File: src/rtl/arm_multicycle_ctrl.sv
// arm_multicycle_ctrl: multicycle ARM control FSM with NZCV flags and condition-gated writes.
module arm_multicycle_ctrl (
    input  logic        clk,
    input  logic        reset,
    input  logic [19:0] Instr,
    input  logic [3:0]  ALUFlags,
    output logic        PCWrite,
    output logic        AdrSrc,
    output logic        MemWrite,
    output logic        IRWrite,
    output logic        RegWrite,
    output logic [1:0]  RegSrc,
    output logic [1:0]  ImmSrc,
    output logic        ALUSrcA,
    output logic [1:0]  ALUSrcB,
    output logic [1:0]  ALUControl,
    output logic [1:0]  ResultSrc,
    output logic        Mov,
    output logic [3:0]  State
);
    typedef enum logic [3:0] {
        FETCH    = 4'd0,
        DECODE   = 4'd1,
        MEMADR   = 4'd2,
        MEMREAD  = 4'd3,
        MEMWB    = 4'd4,
        MEMWRITE = 4'd5,
        EXECR    = 4'd6,
        EXECI    = 4'd7,
        ALUWB    = 4'd8,
        BRANCH   = 4'd9
    } state_t;
    state_t     r_state, w_next;
    logic [3:0] r_flags;
    logic [3:0] w_cond, w_cmd, w_rd, w_unused;
    logic [1:0] w_op, w_alu_ctl;
    logic       w_i, w_s, w_is_cmp, w_cond_ex, w_exec;
    logic       w_n, w_z, w_c, w_v;
    assign w_cond   = Instr[19:16];
    assign w_op     = Instr[15:14];
    assign w_i      = Instr[13];
    assign w_cmd    = Instr[12:9];
    assign w_s      = Instr[8];
    assign w_rd     = Instr[3:0];
    assign w_unused = Instr[7:4];
    assign {w_n, w_z, w_c, w_v} = r_flags;
    assign w_is_cmp = w_cmd == 4'b1010;
    assign w_exec   = r_state == EXECR || r_state == EXECI;
    assign w_alu_ctl = (w_cmd == 4'b0010 || w_is_cmp) ? 2'b01 :
                       (w_cmd == 4'b0000)             ? 2'b10 :
                       (w_cmd == 4'b1100)             ? 2'b11 : 2'b00;
    assign Mov    = w_op == 2'b00 && w_cmd == 4'b1101;
    assign RegSrc = {w_op == 2'b01 && !w_s, w_op == 2'b10};
    assign ImmSrc = w_op;
    assign State  = r_state;
    always_comb begin
        case (w_cond)
            4'b0000: w_cond_ex = w_z;
            4'b0001: w_cond_ex = !w_z;
            4'b0010: w_cond_ex = w_c;
            4'b0011: w_cond_ex = !w_c;
            4'b0100: w_cond_ex = w_n;
            4'b0101: w_cond_ex = !w_n;
            4'b0110: w_cond_ex = w_v;
            4'b0111: w_cond_ex = !w_v;
            4'b1000: w_cond_ex = w_c && !w_z;
            4'b1001: w_cond_ex = !w_c || w_z;
            4'b1010: w_cond_ex = w_n == w_v;
            4'b1011: w_cond_ex = w_n != w_v;
            4'b1100: w_cond_ex = !w_z && (w_n == w_v);
            4'b1101: w_cond_ex = w_z || (w_n != w_v);
            4'b1110: w_cond_ex = 1'b1;
            default: w_cond_ex = 1'b0;
        endcase
    end
    always_ff @(posedge clk) begin
        if (!reset) begin
            r_state <= FETCH;
            r_flags <= 4'b0000;
        end else begin
            r_state <= w_next;
            if (w_exec && w_cond_ex && (w_s || w_is_cmp))
                r_flags <= ALUFlags;
        end
    end
    always_comb begin
        w_next = FETCH;
        case (r_state)
            FETCH:   w_next = DECODE;
            DECODE:  w_next = w_op == 2'b01 ? MEMADR :
                              w_op == 2'b10 ? BRANCH :
                              w_op == 2'b11 ? FETCH  :
                              w_i           ? EXECI  : EXECR;
            MEMADR:  w_next = w_s ? MEMREAD : MEMWRITE;
            MEMREAD: w_next = MEMWB;
            EXECR:   w_next = ALUWB;
            EXECI:   w_next = ALUWB;
            default: w_next = FETCH;
        endcase
    end
    // Enables are gated by CondEx in the writeback states; reset overrides all of them.
    always_comb begin
        PCWrite    = 1'b0;
        AdrSrc     = 1'b0;
        MemWrite   = 1'b0;
        IRWrite    = 1'b0;
        RegWrite   = 1'b0;
        ALUSrcA    = 1'b0;
        ALUSrcB    = 2'b00;
        ALUControl = 2'b00;
        ResultSrc  = 2'b00;
        case (r_state)
            FETCH: begin
                IRWrite   = 1'b1;
                ALUSrcA   = 1'b1;
                ALUSrcB   = 2'b10;
                ResultSrc = 2'b10;
                PCWrite   = 1'b1;
            end
            DECODE: begin
                ALUSrcA   = 1'b1;
                ALUSrcB   = 2'b10;
                ResultSrc = 2'b10;
            end
            MEMADR:  ALUSrcB = 2'b01;
            MEMREAD: AdrSrc = 1'b1;
            MEMWB: begin
                ResultSrc = 2'b01;
                RegWrite  = w_cond_ex;
                PCWrite   = w_cond_ex && w_rd == 4'd15;
            end
            MEMWRITE: begin
                AdrSrc   = 1'b1;
                MemWrite = w_cond_ex;
            end
            EXECR: ALUControl = w_alu_ctl;
            EXECI: begin
                ALUSrcB    = 2'b01;
                ALUControl = w_alu_ctl;
            end
            ALUWB: begin
                RegWrite = w_cond_ex && !w_is_cmp;
                PCWrite  = w_cond_ex && !w_is_cmp && w_rd == 4'd15;
            end
            BRANCH: begin
                ALUSrcB   = 2'b01;
                ResultSrc = 2'b10;
                PCWrite   = w_cond_ex;
            end
            default: ;
        endcase
        if (!reset) begin
            PCWrite  = 1'b0;
            MemWrite = 1'b0;
            RegWrite = 1'b0;
            IRWrite  = 1'b0;
        end
    end
endmodule

File: config.mk
export PLATFORM = sky130hd
export DESIGN_NAME = arm_multicycle_ctrl
export DESIGN_NICKNAME = d
export VERILOG_FILES = /design/src/rtl/arm_multicycle_ctrl.sv
export SDC_FILE = /design/constraint.sdc
export NUM_CORES = 1
export LEC_CHECK = 0
export CAP_MARGIN = 0
export CELL_PAD_IN_SITES_DETAIL_PLACEMENT = 0
export CELL_PAD_IN_SITES_GLOBAL_PLACEMENT = 1
export CORE_MARGIN = 10
export CORE_UTILIZATION = 29
export DETAILED_ROUTE_END_ITERATION = 6
export HOLD_SLACK_MARGIN = 0.1
export PLACE_DENSITY = 0.86
export SYNTH_ARGS = -nofsm -noshare
export SYNTH_HDL_FRONTEND = slang
export SYNTH_SLANG_ARGS = --single-unit
File: constraint.sdc
create_clock -name clk -period 5.9 [get_ports clk]
set_input_delay 1.475 -clock clk [delete_from_list [all_inputs] [get_ports clk]]
set_output_delay 1.475 -clock clk [all_outputs]
set_load 0.02 [all_outputs]
==> flow_metrics.tcl, run 1 <==
set metrics [dict create \
    drc 0 \
    viasPerCell 5.24 \
    path_buf_inv 2 \
    synthCells 133 \
    timing.rr.start "r_flags[3]" \
    slowest_delay_ps 710 \
    placed_area_sq_um 1360 \
    wl_met2_um 1560 \
    avgSynthCellArea_sq_um 7.08 \
    clk_pin_slew_worst_paths_ps 60 \
    hold_buffers 0 \
    drtPass1Iterations 4 \
    port_buffers 42 \
    num_rows 20 \
    whs_path_depth 2 \
    setup_viol 0 \
    antenna_found_initial 0 \
    met3_length_um 139 \
    die_y_um 77 \
    area_delta_synth_final_pct 46.6 \
    nets 195 \
    cts_buffers 3 \
    tightest_slew_ps 659 \
    synth_xor_xnor_area_share_pct 3.72 \
    place_hpwl_um 2390 \
    hold_path.class "flip-flop to flip-flop" \
    ant_nets 0 \
    wl_met1_um 1300 \
    wl_per_cell_um 14.4 \
    crit_path_max_fanout 14 \
    grt_pass1_vias 974 \
    synth.area.top_cells "dfxtp_1 (17%), nor2_1 (6.0%), nand2_1 (5.2%), o21ai_0 (4.2%), nor2b_1 (4.0%)" \
    chipWidth_um 77 \
    grt_max_degree 17 \
    die-area_sq_um 5930 \
    finClkSkew_ps 11.9 \
    ys_top_cells_by_count "nor2_1 (15), nand2_1 (13), dfxtp_1 (8), o21ai_0 (8), nor3_1 (7)" \
    reg2reg_to "r_flags[1]" \
    ys_seq_elements 8 \
    critPathKind "input port to output pin" \
    synthSimpleGateAreaFrac_pct 45.8 \
    post-route-period-util_pct 95.3 \
    overflow 0 \
    synth-edff-count 0 \
    synthMuxAreaShare_pct 2.12 \
    crit_path_start_kind "input port" \
    postSynth.asyncResetShare_pct 0 \
    finalSetupTns_ps 0 \
    drtIter0Drc 123 \
    wl_um 3040 \
    yosysWarnings 0 \
    post-place-ws_ps 280 \
    seq_area_frac_synth_pct 17.0 \
    synth_top_family_by_area "simple AND/OR/NAND/NOR gates" \
    synthAdderAreaFrac_pct 0 \
    synth_compound_area_share_pct 21.5 \
    clock.fmax_mhz 178 \
    crit_arrival_ps 4150 \
    hold_viol_final 0 \
    required_ps 4430 \
    grtUsageTotal_pct 9.98 \
    tritoncts "yes" \
    synth_nets 159 \
    synth_flop_cell "dfxtp_1" \
    cap_violations 0 \
    synth.top_cell.area_share_pct 17.0 \
    vias 1105 \
    rr_worst_depth 5 \
    yosysTopAreaCell "dfxtp_1" \
    endpoint_kind "output pin" \
    ys_types 43 \
    rsz0062_at_grt "no" \
    slowest_stage "clkdlybuf4s50_1" \
    start_util_pct 30.6 \
    post_cts_buffers 0 \
    drv_slew 0 \
    grt_pass1_wl_um 5040 \
    htree_levels 1 \
    max_slew_margin_pct 56.0 \
    min_from "r_flags[1]" \
    post-route-util_pct 44.9 \
    cp_top_family "buffers and inverters" \
    cts_resized 0 \
    cts_root_buffer "clkbuf_4" \
    fin_cells 211 \
    fin_area_sq_um 1380 \
    gp_congestion 0.762 \
    setup_slack_ps 279 \
    cp_common_cell "clkdlybuf4s50_1" \
    r2r_setup_slack_ps 4040 \
    placed_cells 208 \
    cts.sink_count 8 \
    worstSkewPairLatency_ps 260 \
    clk_path_buf_depth 2 \
    leakage_nw 0.503 \
    ir_drop_uv 52.9 \
    drive_above_1_share_pct 7.19 \
    netlist_area_sq_um 942 \
    synth_most_common_cell "nor2_1" \
    coreArea_sq_um 3080 \
    io_pins 47 \
    top_layer "met4" \
    outcome "completed" \
    finalCriticalPeriod_ps 5620 \
    cp_cell_sequence "clkdlybuf4s50_1, and4bb_2, nor3_1, o2111ai_2, or3_1, a41o_1, clkdlybuf4s50_1" \
    path_depth 7 \
    fillCellCount 322 \
    hold_end "r_flags[1]" \
    antenna_cells 0 \
    pwr_density_cell_nw_per_um2 132 \
]
==> power by group <==
part / switching [mW] / total (mW) / leakage (nW) / internal [mW]
Clock: 0.0189 / 0.0421 / 0.0138 / 0.0233
Sequential: 0.00605 / 0.0620 / 0.0650 / 0.0560
Combinational: 0.0384 / 0.0785 / 0.424 / 0.0400
==> cells in the final DEF, fill, tap and decap left out, types with 2 or more instances in the layout <==
| cell type | synthesis | routed |
|---|---|---|
| xnor2_1 | 2 | 2 |
| a22oi_1 | 2 | 2 |
| nor4b_1 | 2 | 2 |
| nand2b_1 | 2 | 2 |
| o32ai_1 | 2 | 2 |
| nor2b_1 | 6 | 6 |
| nor3_1 | 7 | 7 |
| o21ai_0 | 8 | 8 |
| and3_1 | 2 | 2 |
| dfxtp_1 | 8 | 8 |
| nor2_1 | 15 | 15 |
| a21oi_1 | 3 | 3 |
| inv_1 | 5 | 5 |
| o2111ai_2 | 2 | 2 |
| clkbuf_4 | 0 | 3 |
| xor2_1 | 2 | 2 |
| nand2_1 | 13 | 13 |
| mux2i_1 | 2 | 2 |
| nand3_1 | 5 | 5 |
| or4_1 | 4 | 4 |
| and3b_1 | 2 | 2 |
| nor4bb_1 | 2 | 2 |
| clkdlybuf4s50_1 | 0 | 42 |
| nor4_1 | 2 | 2 |
| nor3b_1 | 4 | 4 |
| buf_4 | 4 | 2 |
| a32oi_1 | 4 | 4 |
==> final cells by class <==
class                   instances  area (sq um)  area share (%)
clock buffers                   3          22.5            1.63
inverters                       5          18.8            1.36
multi-input cells             107           689            49.9
flip-flops and latches          8           160            11.6
well taps                      44          55.1            3.99
repair buffers                 44           435            31.5
==> tightest hold or removal path, delay by kind of cell, from the launching register on <==
family / cells / cell delay [ps]
AO/OA/AOI/OAI: 1 / 120
AND/OR/NAND/NOR: 1 / 80
flip-flops: 1 / 390
==> state kept, by name, indices dropped and copies added (netlist names) <==
register  count
State         4
r_flags       4
==> per-layer routing <==
layer  track usage [%]  up-vias
met1              12.1      523
met5                 0        -
li1                  -      561
met2              16.0       19
met3              2.10        2
met4              5.29        0
==> kinds of logic (layout without fill, tap and decap cells) <==
family                    Yosys count  count (layout)
DFF                                 8               8
buffers and inverters              18              52
muxes                               2               2
xor gates and xnor gates            4               4
and+or+nand+nor                    75              75
AOI/OAI and AO/OA                  26              26
==> stage by stage <==
stage / hold WS [ps] / power (mW)
finish: 610 / 0.183
detailed placement: 599 / 0.142
global placement: 580 / 0.140
CTS: 613 / 0.184
global route: 678 / 0.194
floorplan: 532 / 0.104
==> worst max-delay path by stage <==
stage	from	to	slack [ps]
2_1_floorplan	reset	PCWrite	1440
3_3_place_gp	Instr[19]	PCWrite	350
3_5_place_dp	Instr[19]	PCWrite	280
4_1_cts	Instr[19]	PCWrite	270
5_1_grt	Instr[19]	PCWrite	100
6_report	Instr[19]	PCWrite	280
(Power assumes the default switching activity.)
==> run 2, diff against run 1 <==
CTS_CLUSTER_DIAMETER = 100   (was not set)
==> results of run 2 <==
The final DEF is identical to that of run 1; final timing and power are the same.
